<file path="src/rtl/vga_adj_pkg.sv">
// Shared types for the VGA clock adjust controller: FSM states and button priority.
package vga_adj_pkg;

  localparam int unsigned N_BTN   = 3;
  localparam int unsigned IDX_HRS = 2;
  localparam int unsigned IDX_MIN = 1;
  localparam int unsigned IDX_SEC = 0;

  typedef enum logic [2:0] {
    ST_IDLE,
    ST_FIRST,
    ST_DELAY,
    ST_REPEAT,
    ST_RELEASE
  } adj_state_e;

  // One-hot grant of the highest-priority active level: hrs > min > sec.
  function automatic logic [N_BTN-1:0] prio_grant(input logic [N_BTN-1:0] lvl);
    prio_grant = '0;
    if (lvl[IDX_HRS])      prio_grant[IDX_HRS] = 1'b1;
    else if (lvl[IDX_MIN]) prio_grant[IDX_MIN] = 1'b1;
    else if (lvl[IDX_SEC]) prio_grant[IDX_SEC] = 1'b1;
  endfunction

endpackage

</file>
<file path="src/rtl/vga_adj_debounce.sv">
// Two-flop synchroniser followed by a restartable stable-level debouncer.
module vga_adj_debounce import vga_adj_pkg::*; #(
  parameter int unsigned DEBOUNCE_CYCLES = 250000
) (
  input  logic clk_i,
  input  logic rst_i,
  input  logic btn_i,
  output logic clean_o
);

  localparam int unsigned CW = $clog2(DEBOUNCE_CYCLES + 1);

  logic [1:0]    sync_q;
  logic [CW-1:0] cnt_q, cnt_d;
  logic          clean_q, clean_d;

  // Count consecutive cycles the synced level disagrees with the clean level.
  always_comb begin
    cnt_d   = '0;
    clean_d = clean_q;
    if (sync_q[1] != clean_q) begin
      if (cnt_q >= CW'(DEBOUNCE_CYCLES - 1)) begin
        clean_d = sync_q[1];
      end else begin
        cnt_d = cnt_q + CW'(1);
      end
    end
  end

  always_ff @(posedge clk_i) begin
    if (rst_i) begin
      sync_q  <= '0;
      cnt_q   <= '0;
      clean_q <= 1'b0;
    end else begin
      sync_q  <= {sync_q[0], btn_i};
      cnt_q   <= cnt_d;
      clean_q <= clean_d;
    end
  end

  assign clean_o = clean_q;

endmodule

</file>
<file path="src/rtl/vga_adj_ctrl.sv">
// Adjust-button controller: debounced buttons, priority grant, first pulse plus auto-repeat.
module vga_adj_ctrl import vga_adj_pkg::*; #(
  parameter int unsigned DEBOUNCE_CYCLES = 250000,
  parameter int unsigned REPEAT_DELAY    = 12500000,
  parameter int unsigned REPEAT_PERIOD   = 2500000
) (
  input  logic wb_clk_i,
  input  logic wb_rst_i,
  input  logic btn_hrs,
  input  logic btn_min,
  input  logic btn_sec,
  output logic adj_hrs,
  output logic adj_min,
  output logic adj_sec,
  output logic busy
);

  localparam int unsigned TMAX = (REPEAT_DELAY > REPEAT_PERIOD) ? REPEAT_DELAY : REPEAT_PERIOD;
  localparam int unsigned TW   = $clog2(TMAX + 1);

  logic [N_BTN-1:0] btn_raw, clean;
  adj_state_e       state_q, state_d;
  logic [N_BTN-1:0] grant_q, grant_d;
  logic [N_BTN-1:0] adj_q, adj_d;
  logic [TW-1:0]    timer_q, timer_d;
  logic             busy_q;
  logic             held;

  assign btn_raw = {btn_hrs, btn_min, btn_sec};

  for (genvar g = 0; g < N_BTN; g++) begin : g_btn
    vga_adj_debounce #(
      .DEBOUNCE_CYCLES(DEBOUNCE_CYCLES)
    ) u_deb (
      .clk_i  (wb_clk_i),
      .rst_i  (wb_rst_i),
      .btn_i  (btn_raw[g]),
      .clean_o(clean[g])
    );
  end

  assign held = |(clean & grant_q);

  // Next-state, grant, repeat timer and pulse selection.
  always_comb begin
    state_d = state_q;
    grant_d = grant_q;
    timer_d = timer_q;
    adj_d   = '0;
    unique case (state_q)
      ST_IDLE: begin
        if (|clean) begin
          grant_d = prio_grant(clean);
          state_d = ST_FIRST;
        end
      end
      ST_FIRST: begin
        if (!held) begin
          state_d = ST_RELEASE;
        end else begin
          adj_d   = grant_q;
          timer_d = TW'(REPEAT_DELAY);
          state_d = ST_DELAY;
        end
      end
      ST_DELAY, ST_REPEAT: begin
        if (!held) begin
          state_d = ST_RELEASE;
        end else if (timer_q == TW'(1)) begin
          adj_d   = grant_q;
          timer_d = TW'(REPEAT_PERIOD);
          state_d = ST_REPEAT;
        end else if (timer_q != '0) begin
          timer_d = timer_q - TW'(1);
        end
      end
      ST_RELEASE: begin
        timer_d = '0;
        if (clean == '0) begin
          grant_d = '0;
          state_d = ST_IDLE;
        end
      end
      default: begin
        grant_d = '0;
        timer_d = '0;
        state_d = ST_IDLE;
      end
    endcase
  end

  always_ff @(posedge wb_clk_i) begin
    if (wb_rst_i) begin
      state_q <= ST_IDLE;
      grant_q <= '0;
      timer_q <= '0;
      adj_q   <= '0;
      busy_q  <= 1'b0;
    end else begin
      state_q <= state_d;
      grant_q <= grant_d;
      timer_q <= timer_d;
      adj_q   <= adj_d;
      busy_q  <= (state_d != ST_IDLE);
    end
  end

  assign adj_hrs = adj_q[IDX_HRS];
  assign adj_min = adj_q[IDX_MIN];
  assign adj_sec = adj_q[IDX_SEC];
  assign busy    = busy_q;

endmodule

</file>
<file path="config.mk">
export PLATFORM = sky130hd
export DESIGN_NAME = vga_adj_ctrl
export DESIGN_NICKNAME = d
export VERILOG_FILES = /design/src/rtl/vga_adj_pkg.sv /design/src/rtl/vga_adj_debounce.sv /design/src/rtl/vga_adj_ctrl.sv
export SDC_FILE = /design/constraint.sdc
export NUM_CORES = 1
export LEC_CHECK = 0
export BUFFER_PORTS_ARGS = -buffer_cell sky130_fd_sc_hd__buf_2
export CAP_MARGIN = 5
export CORE_MARGIN = 2
export CORE_UTILIZATION = 40
export DETAILED_ROUTE_END_ITERATION = 10
export GPL_TIMING_DRIVEN = 0
export MAX_ROUTING_LAYER = met4
export PLACE_DENSITY = 0.6
export RECOVER_POWER = 100
export SLEW_MARGIN = 20
export SYNTH_ARGS = -nofsm -noshare
export SYNTH_HDL_FRONTEND = slang
export SYNTH_SLANG_ARGS = --single-unit
</file>
<file path="constraint.sdc">
create_clock -name wb_clk_i -period 3.1 [get_ports wb_clk_i]
set_input_delay 0.465 -clock wb_clk_i [delete_from_list [all_inputs] [get_ports wb_clk_i]]
set_output_delay 0.465 -clock wb_clk_i [all_outputs]
set_load 0.1 [all_outputs]
</file>
# [Word-level counts from Yosys, hierarchy flattened]
# Index checks and enable logic that the tools add are counted.
[op_classes] reduce_logical=16 div_mod_pow=0 n_mul=0 add_sub_neg=4 muxes=23 shift=0 bitwise=6 n_eq_ne=13 n_lt_le_gt_ge=3
[ops] cell="2-to-1 mux 24 bit" count=4
[ops] cell="one-hot mux 24 bit (3 select lines)" count=1
[ops] cell="adder 18 x 1 -> 18 bit (second input constant)" count=3
[ops] cell="greater-or-equal comparator 18 bit (second input constant)" count=3
[ops] cell="2-to-1 mux 3 bit" count=10
[ops] cell="equality test 24 x 1 -> 1 bit (second input constant)" count=1
[ops] cell="nonzero test 24 bit" count=1
[ops] cell="subtractor 24 x 1 -> 24 bit (second input constant)" count=1
[ops] cell="OR reduction 3 bit" count=6
[ops] cell="one-hot mux 3 bit (4 select lines)" count=1
[ops] cell="one-hot mux 3 bit (3 select lines)" count=1
[ops] cell="!= test 2 bit (second input constant)" count=4
[ops] cell="equality test 3 x 2 -> 1 bit (second input constant)" count=2
[ops] cell="zero test 3 bit" count=2
[ops] cell="one-hot mux 3 bit (2 select lines)" count=1
[ops] cell="AND reduction 2 bit" count=3
[ops] cell="NOT 1 bit" count=5
[ops] cell="2-to-1 mux 1 bit" count=4
[ops] cell="AND reduction 4 bit" count=1
[ops] cell="bitwise AND 3 bit" count=1
[ops] cell="equality test 3 x 1 -> 1 bit (second input constant)" count=1
[ops] cell="equality test 3 bit (second input constant)" count=1
[ops] cell="!= test 1 bit" count=3
[ops] cell="!= test 3 bit (second input constant)" count=1
[ops] cell="other kinds (4)" count=4
[word_totals] out_inout_bits=4 mem_bits_rw=0 wordCells=79 romBits=0 regBits=97 memories=0 latchBits=0

# [Depth between registers and ports, before layout]
# Gate-level depths: netlist of run 1.
[depth] depth_word=5 mapped_depth=8 mapped_depth_nobuf=7

# [By module]
# Synthesis of run 1 repeated with hierarchy kept, for this count alone.
[hier_totals] hier_cells=562 hier_area_um2=4784.6
[modules_own_cells] mod="vga_adj_debounce" n_inst=3 seq_area_each_um2=420.4 area_each_um2=920.9 cells_each=104
[modules_own_cells] mod="vga_adj_ctrl" n_inst=1 seq_area_each_um2=680.7 area_each_um2=2021.9 cells_each=250

# [Worst setup path after synthesis of run 1]
# Ideal clock, no wire load.
[synth_path] path_type="reg-to-reg" startpoint="reg timer_q[0]" endpoint="reg timer_q[4]" setup_ps=71 n_path_buf=0 arrival_ps=2045 setup_slack_ps=983 period_less_slack_ps=2117 stages_incl_launch_ff=8 path_cell_list="dfxtp_1 > inv_1 > ha_1 > nor4b_1 > and4_1 > a211oi_1 > or4b_1 > a21oi_1"
[synth_between] elab_chain_len=5 word_cells_on_any_way=9 classes_between="add/sub: 1; eq/ne: 2; mux: 4; reduce/logical: 2"
[synth_rtl] element="from (decl)" line="vga_adj_ctrl.sv:25" rtl="logic [TW-1:0] timer_q, timer_d;"
[synth_rtl] element="from (signal assigned)" line="vga_adj_ctrl.sv:102" rtl="timer_q <= timer_d;"
[synth_rtl] element="subtractor 24 x 1 -> 24 bit" line="vga_adj_ctrl.sv:74" rtl="timer_d = timer_q - TW'(1);"
[synth_rtl] element="2-to-1 mux 24 bit" line="vga_adj_ctrl.sv:73" rtl="end else if (timer_q != '0) begin"
[synth_rtl] element="2-to-1 mux 24 bit" line="vga_adj_ctrl.sv:69" rtl="end else if (timer_q == TW'(1)) begin"
[synth_rtl] element="2-to-1 mux 24 bit" line="vga_adj_ctrl.sv:67" rtl="if (!held) begin"
[synth_rtl] element="one-hot mux 24 bit (3 select lines)" line="vga_adj_ctrl.sv:50" rtl="unique case (state_q)"
# Several ways; a longest one is shown, not always the timed one. The select of a mux whose other input is x is not followed.
# A chain may end at the register's enable or synchronous reset.

# [Worst setup path after layout of run 1]
[layout_path] startpoint="reg timer_q[9]" endpoint="reg timer_q[20]"
# The elaborated chain is that of the path after synthesis.

==> impl_metrics.toml, run 1 <==
[logic_synthesis]
synth-main-ff-cell = "dfxtp_1"
netlist_area_sq_um = 4540
ys.warnings.count = 0
syn_nets = 525
ys_seq_elements = 97
synth_edf_count = 0
synth-seq-area-share_pct = 42.8
async_flop_share_pct = 0
postSynthCellCount = 515
avgSynthCellArea_sq_um = 8.81
ys_types = 65

[sta]
hold_viol_final = 0
rsz0062_at_grt = "false"
worstMarginPinSlew_ps = 1160
period_share_pct = 87.8
skew_ps = 12.5
drv_slew = 0
setup_viol_count_final = 0
final.setup.tns_ps = 0
maxSlewHeadroom_pct = 23.0
finalCriticalPeriod_ps = 2720
max_freq_mhz = 367

[worst_setup_path]
cp-startpoint = "timer_q[9]"
worst-path-buf-inv = 1
crit_chain = "nor4_2 > nand4_4 > o21ai_2 > clkbuf_2 > a21oi_1 > o32ai_1"
path_depth = 6
cpPeakStageDelay_ps = 780
worst-setup-path-type = "flip-flop to flip-flop"
cp-end-kind = "flip-flop"
r2r_cells = 6
reg2reg_slack_ps = 380
cp_top_family = "simple AND/OR/NAND/NOR gates"
cp.required_ps = 3350
crit_arrival_ps = 2970
worst_path_max_delay_cell = "nor4_2"
r2r_start = "timer_q[9]"
crit_path_start_kind = "flip-flop"
crit_fanout = 10

[pwr]
power_frac_seq_pct = 52.4
p_int_mw = 1.84
peakVddDrop_mv = 0.379
power_mw = 2.39
p_per_area_nw_per_um2 = 475
p_leak_nw = 1.79
pwr-share-comb_pct = 1.3
switching_share_pct = 22.8
clkPwrFrac_pct = 46.3
p_sw_mw = 0.545

[cts]
postCtsResizedCells = 0
htree_levels = 3
cts_made_buffers = 9
clock-sinks = 97
clockBufferDepth = 2
cts-root-buf = "clkbuf_16"
cts_setup_buffers = 0
clk_latency_ps = 350
cts-hold-fix-buffers = 0
clk_pin_slew_ps = 80
cts_tree = "built"

[placed_design]
finalWeightedCongestion = 0.861
port_buffers = 8
place_inst = 663
dp_hpwl_um = 6990

[layout]
final_common_cell = "dfxtp_1"
multi_input_area_sq_um = 2450
drive_gt1_share_pct = 7.05
nets = 544
final_cell_count_no_fill = 679
diodes = 0
mostFrequentLayoutCells = "dfxtp_1, nor2_1, xor2_1, xnor2_1, nand2_1"
area_delta_synth_final_pct = 10.9
fillCellCount = 1076
seq_area_sq_um = 1940

[run]
drv_cap = 0

[die]
core_sq_um = 10900
rows = 38
initial_utilization_pct = 41.5
fp.dieH_um = 111
boundaryPins = 9
die_area_sq_um = 12200
die_w_um = 111

[drt]
viasPerCell = 5.56
drc_errors = 0
routed_wl_um = 9890
drt_iter0_drc = 334
vias = 3776
dr.pass1.iters = 5
post_drt_wl_per_cell_um = 14.6
drtAntennaViolNets = 0

[global_route]
grt_use_total_pct = 17.1
antenna_found_initial = 0
grt_pass1_wl_um = 16900
grt_pass1_vias = 3511
grt_overflow = 0
grt_max_degree = 19

[min_path]
hold_depth = 2
hp-class = "input port to flip-flop"
hp-start = "btn_min"

[outcome]
status = "finished clean"
-- cell usage after synthesis, drive strengths merged (7+ instances only) --
cell type   n  share of area, %
buf         7              0.80
dfxtp      97                43
and3       17               2.4
a21oi      22               2.5
nor2b      10               1.4
o21ai      12               1.5
and4       11               2.2
nand3      21               2.3
nand4      17               2.7
nor3       12               1.3
xor2       28               5.4
nand2      23               1.9
inv        18               1.5
xnor2      27               5.2
clkbuf     11              0.91
nor2       88               7.3
-- per-layer routing --
metal,part of all wire (%),wire length (um),vias to the layer above,track usage (%)
met2,44,4400,96,25.7
li1,-,-,1882,-
met4,1.8,182,0,6.00
met3,5.2,513,17,4.28
met1,48,4800,1781,22.3
met5,0,0,-,-
-- flip-flops by register name, indices dropped and copies added (netlist names) --
register	cells
g_btn.u_deb.clean_o	3
busy	1
g_btn.u_deb.cnt_q	54
timer_q	24
grant_q	3
g_btn.u_deb.sync_q	6
adj_q	3
state_q	3
-- logic make-up after synthesis --
| logic type | synth area share (%) |
|---|---|
| simple gates | 27.8 |
| mux | 0.662 |
| compound gates | 13.6 |
| buf+inv | 3.20 |
| fa+ha+maj | 1.38 |
| xor+xnor | 10.6 |
| flops | 42.8 |
-- metrics by stage --
| step | util (%) | area [sq um] | hold slack (ps) | setup slack [ps] |
|---|---|---|---|---|
| after floorplan | - | 4540 | 413 | 983 |
| after global placement | 43.5 | 4750 | 420 | 587 |
| after detailed placement | 43.5 | 4760 | 431 | 562 |
| after CTS | 46.2 | 5050 | 314 | 546 |
| after global routing | 46.0 | 5030 | 321 | 204 |
| final | 46.0 | 5030 | 322 | 378 |
-- power groups by stage --
stage | Clock [mW] | Sequential, mW | Combinational, mW
floorplan | 0 | 1.28 | 0.0193
global placement | 0 | 1.28 | 0.0307
detailed placement | 0 | 1.28 | 0.0310
CTS | 1.14 | 1.25 | 0.0311
global route | 1.18 | 1.25 | 0.0335
finish | 1.11 | 1.25 | 0.0301
-- final timing paths --
check / endpoint
max reg2reg: timer_q[20]
min: g_btn[1].u_deb.sync_q[0]
max: timer_q[20]
min reg2reg: g_btn[2].u_deb.cnt_q[0]
-- worst reg2reg max path: stages, from the launching register on --
cell	delay, ps
dfxtp_1	370
nor4_2	780
nand4_4	270
o21ai_2	490
clkbuf_2	360
a21oi_1	100
o32ai_1	250
-- final cells by class --
type / instances / area share, %
plain buffers: 18 / 1.49
clock buffers: 10 / 4.75
clock inverters: 6 / 1.09
inverters: 18 / 1.34
multi-input cells: 382 / 48.6
flip-flops and latches: 97 / 38.6
well taps: 140 / 3.48
repair buffers: 8 / 0.671
No activity file was read; power rests on OpenSTA's default activity.
==> run 2: changes to the inputs <==
--- a/config.mk
+++ b/config.mk
@@ -7,12 +7,13 @@
 export LEC_CHECK = 0
 export BUFFER_PORTS_ARGS = -buffer_cell sky130_fd_sc_hd__buf_2
 export CAP_MARGIN = 5
+export CORE_ASPECT_RATIO = 1.25
 export CORE_MARGIN = 2
-export CORE_UTILIZATION = 40
+export CORE_UTILIZATION = 60
 export DETAILED_ROUTE_END_ITERATION = 10
 export GPL_TIMING_DRIVEN = 0
 export MAX_ROUTING_LAYER = met4
-export PLACE_DENSITY = 0.6
+export PLACE_DENSITY = 0.82
 export RECOVER_POWER = 100
 export SLEW_MARGIN = 20
 export SYNTH_ARGS = -nofsm -noshare
==> impl_metrics.toml, run 2 (synthesized netlist as in run 1, its figures left out) <==
[die]
boundaryPins = 9
fp.dieH_um = 101
die_w_um = 81.8
die_area_sq_um = 8280
core_sq_um = 7360
rows = 35
initial_utilization_pct = 61.7

[drt]
vias = 3880
viasPerCell = 6.15
post_drt_wl_per_cell_um = 15.2
drt_iter0_drc = 233
routed_wl_um = 9600
drtAntennaViolNets = 0
dr.pass1.iters = 5
drc_errors = 0

[sta]
maxSlewHeadroom_pct = 22.4
period_share_pct = 88.2
max_freq_mhz = 366
final.setup.tns_ps = 0
rsz0062_at_grt = "false"
worstMarginPinSlew_ps = 1170
drv_slew = 0
skew_ps = 13.4
finalCriticalPeriod_ps = 2730
fin_ws_ps = 367
setup_viol_count_final = 0
hold_viol_final = 0

[pwr]
power_mw = 2.18
peakVddDrop_mv = 0.250
p_per_area_nw_per_um2 = 444
p_leak_nw = 1.76

[worst_setup_path]
crit_path_start_kind = "flip-flop"
r2r_start = "timer_q[0]"
worst-setup-path-type = "flip-flop to flip-flop"
cp.required_ps = 3370
crit_arrival_ps = 3010
cp-startpoint = "timer_q[0]"
crit_fanout = 10
cp-end-kind = "flip-flop"

[layout]
diodes = 0
largest_register_ffs = 54
largest-register = "g_btn.u_deb.cnt_q"
mostFrequentLayoutCells = "dfxtp_1, nor2_1, xor2_1, xnor2_1, nand2_1"
final_common_cell = "dfxtp_1"
multi_input_area_sq_um = 2450
fillCellCount = 591
drive_gt1_share_pct = 6.31
reg_top3 = "g_btn.u_deb.cnt_q (54), timer_q (24), g_btn.u_deb.sync_q (6)"
area_delta_synth_final_pct = 8.05
nets = 544
seq_area_sq_um = 1940

[min_path]
hp-class = "input port to flip-flop"
hp-start = "btn_hrs"

[cts]
cts_tree = "built"
cts-hold-fix-buffers = 0
clockBufferDepth = 2
clk_pin_slew_ps = 110
cts_setup_buffers = 0
htree_levels = 3
cts-root-buf = "clkbuf_8"
clock-sinks = 97
cts_made_buffers = 9
postCtsResizedCells = 0
clk_latency_ps = 370

[global_route]
grt_pass1_vias = 3581
grt_overflow = 0
grt_use_total_pct = 25.0
antenna_found_initial = 0
grt_max_degree = 20
grt_pass1_wl_um = 16000

[placed_design]
dp_slack_ps = 680
finalWeightedCongestion = 0.969
port_buffers = 8
dp_hpwl_um = 6730

[outcome]
status = "finished clean"

[run]
drv_cap = 0
==> run 2: area by class of cell <==
| cell class | count | area share, % |
|---|---|---|
| Buffer | 18 | 1.48 |
| Tap cell | 92 | 2.35 |
| Clock buffer | 9 | 2.53 |
| Timing Repair Buffer | 8 | 0.689 |
| Inverter | 18 | 1.38 |
| Clock inverter | 7 | 2.04 |
| Sequential cell | 97 | 39.6 |
| Multi-Input combinational cell | 382 | 49.9 |
==> run 2: path summary, 6_finish.rpt <==
check                                  end  cells after the start  slack, ps
setup / recovery               timer_q[15]                      8        370
hold reg to reg   g_btn[1].u_deb.sync_q[1]                      1        440
hold / removal    g_btn[2].u_deb.sync_q[0]                      2        310
setup reg to reg               timer_q[15]                      8        370
==> run 2: per-layer routing <==
metal,GRT usage [%],up-vias,share of wire (%)
met4,11.8,0,2.7
met5,-,-,0
met2,40.6,101,49
li1,-,1885,-
met1,30.1,1864,45
met3,3.83,30,3.7
==> run 2: report_power, final <==
| part | switching, mW | leakage (nW) | total, mW | internal [mW] |
|---|---|---|---|---|
| logic | 0.0199 | 0.866 | 0.0292 | 0.00931 |
| clock network | 0.494 | 0.112 | 0.894 | 0.399 |
| registers | 0.00244 | 0.782 | 1.25 | 1.25 |
==> run 2: critical path, stage by stage (launching register included) <==
cell and delay, ps:
dfxtp_1 380, inv_1 100, ha_1 270, nor4b_1 340, nand4_1 180, o21ai_1 640, clkbuf_2 380, a21oi_1 70
o32ai_1 280
==> run 2: stage by stage <==
step	hold WS, ps	instance area [sq um]	util, %	cells
after global placement	420	4690	63.8	615
final	311	4900	66.6	631
after floorplan	413	4540	-	515
after global routing	322	4900	66.6	631
after detailed placement	427	4690	63.8	615
after CTS	300	4920	66.8	631
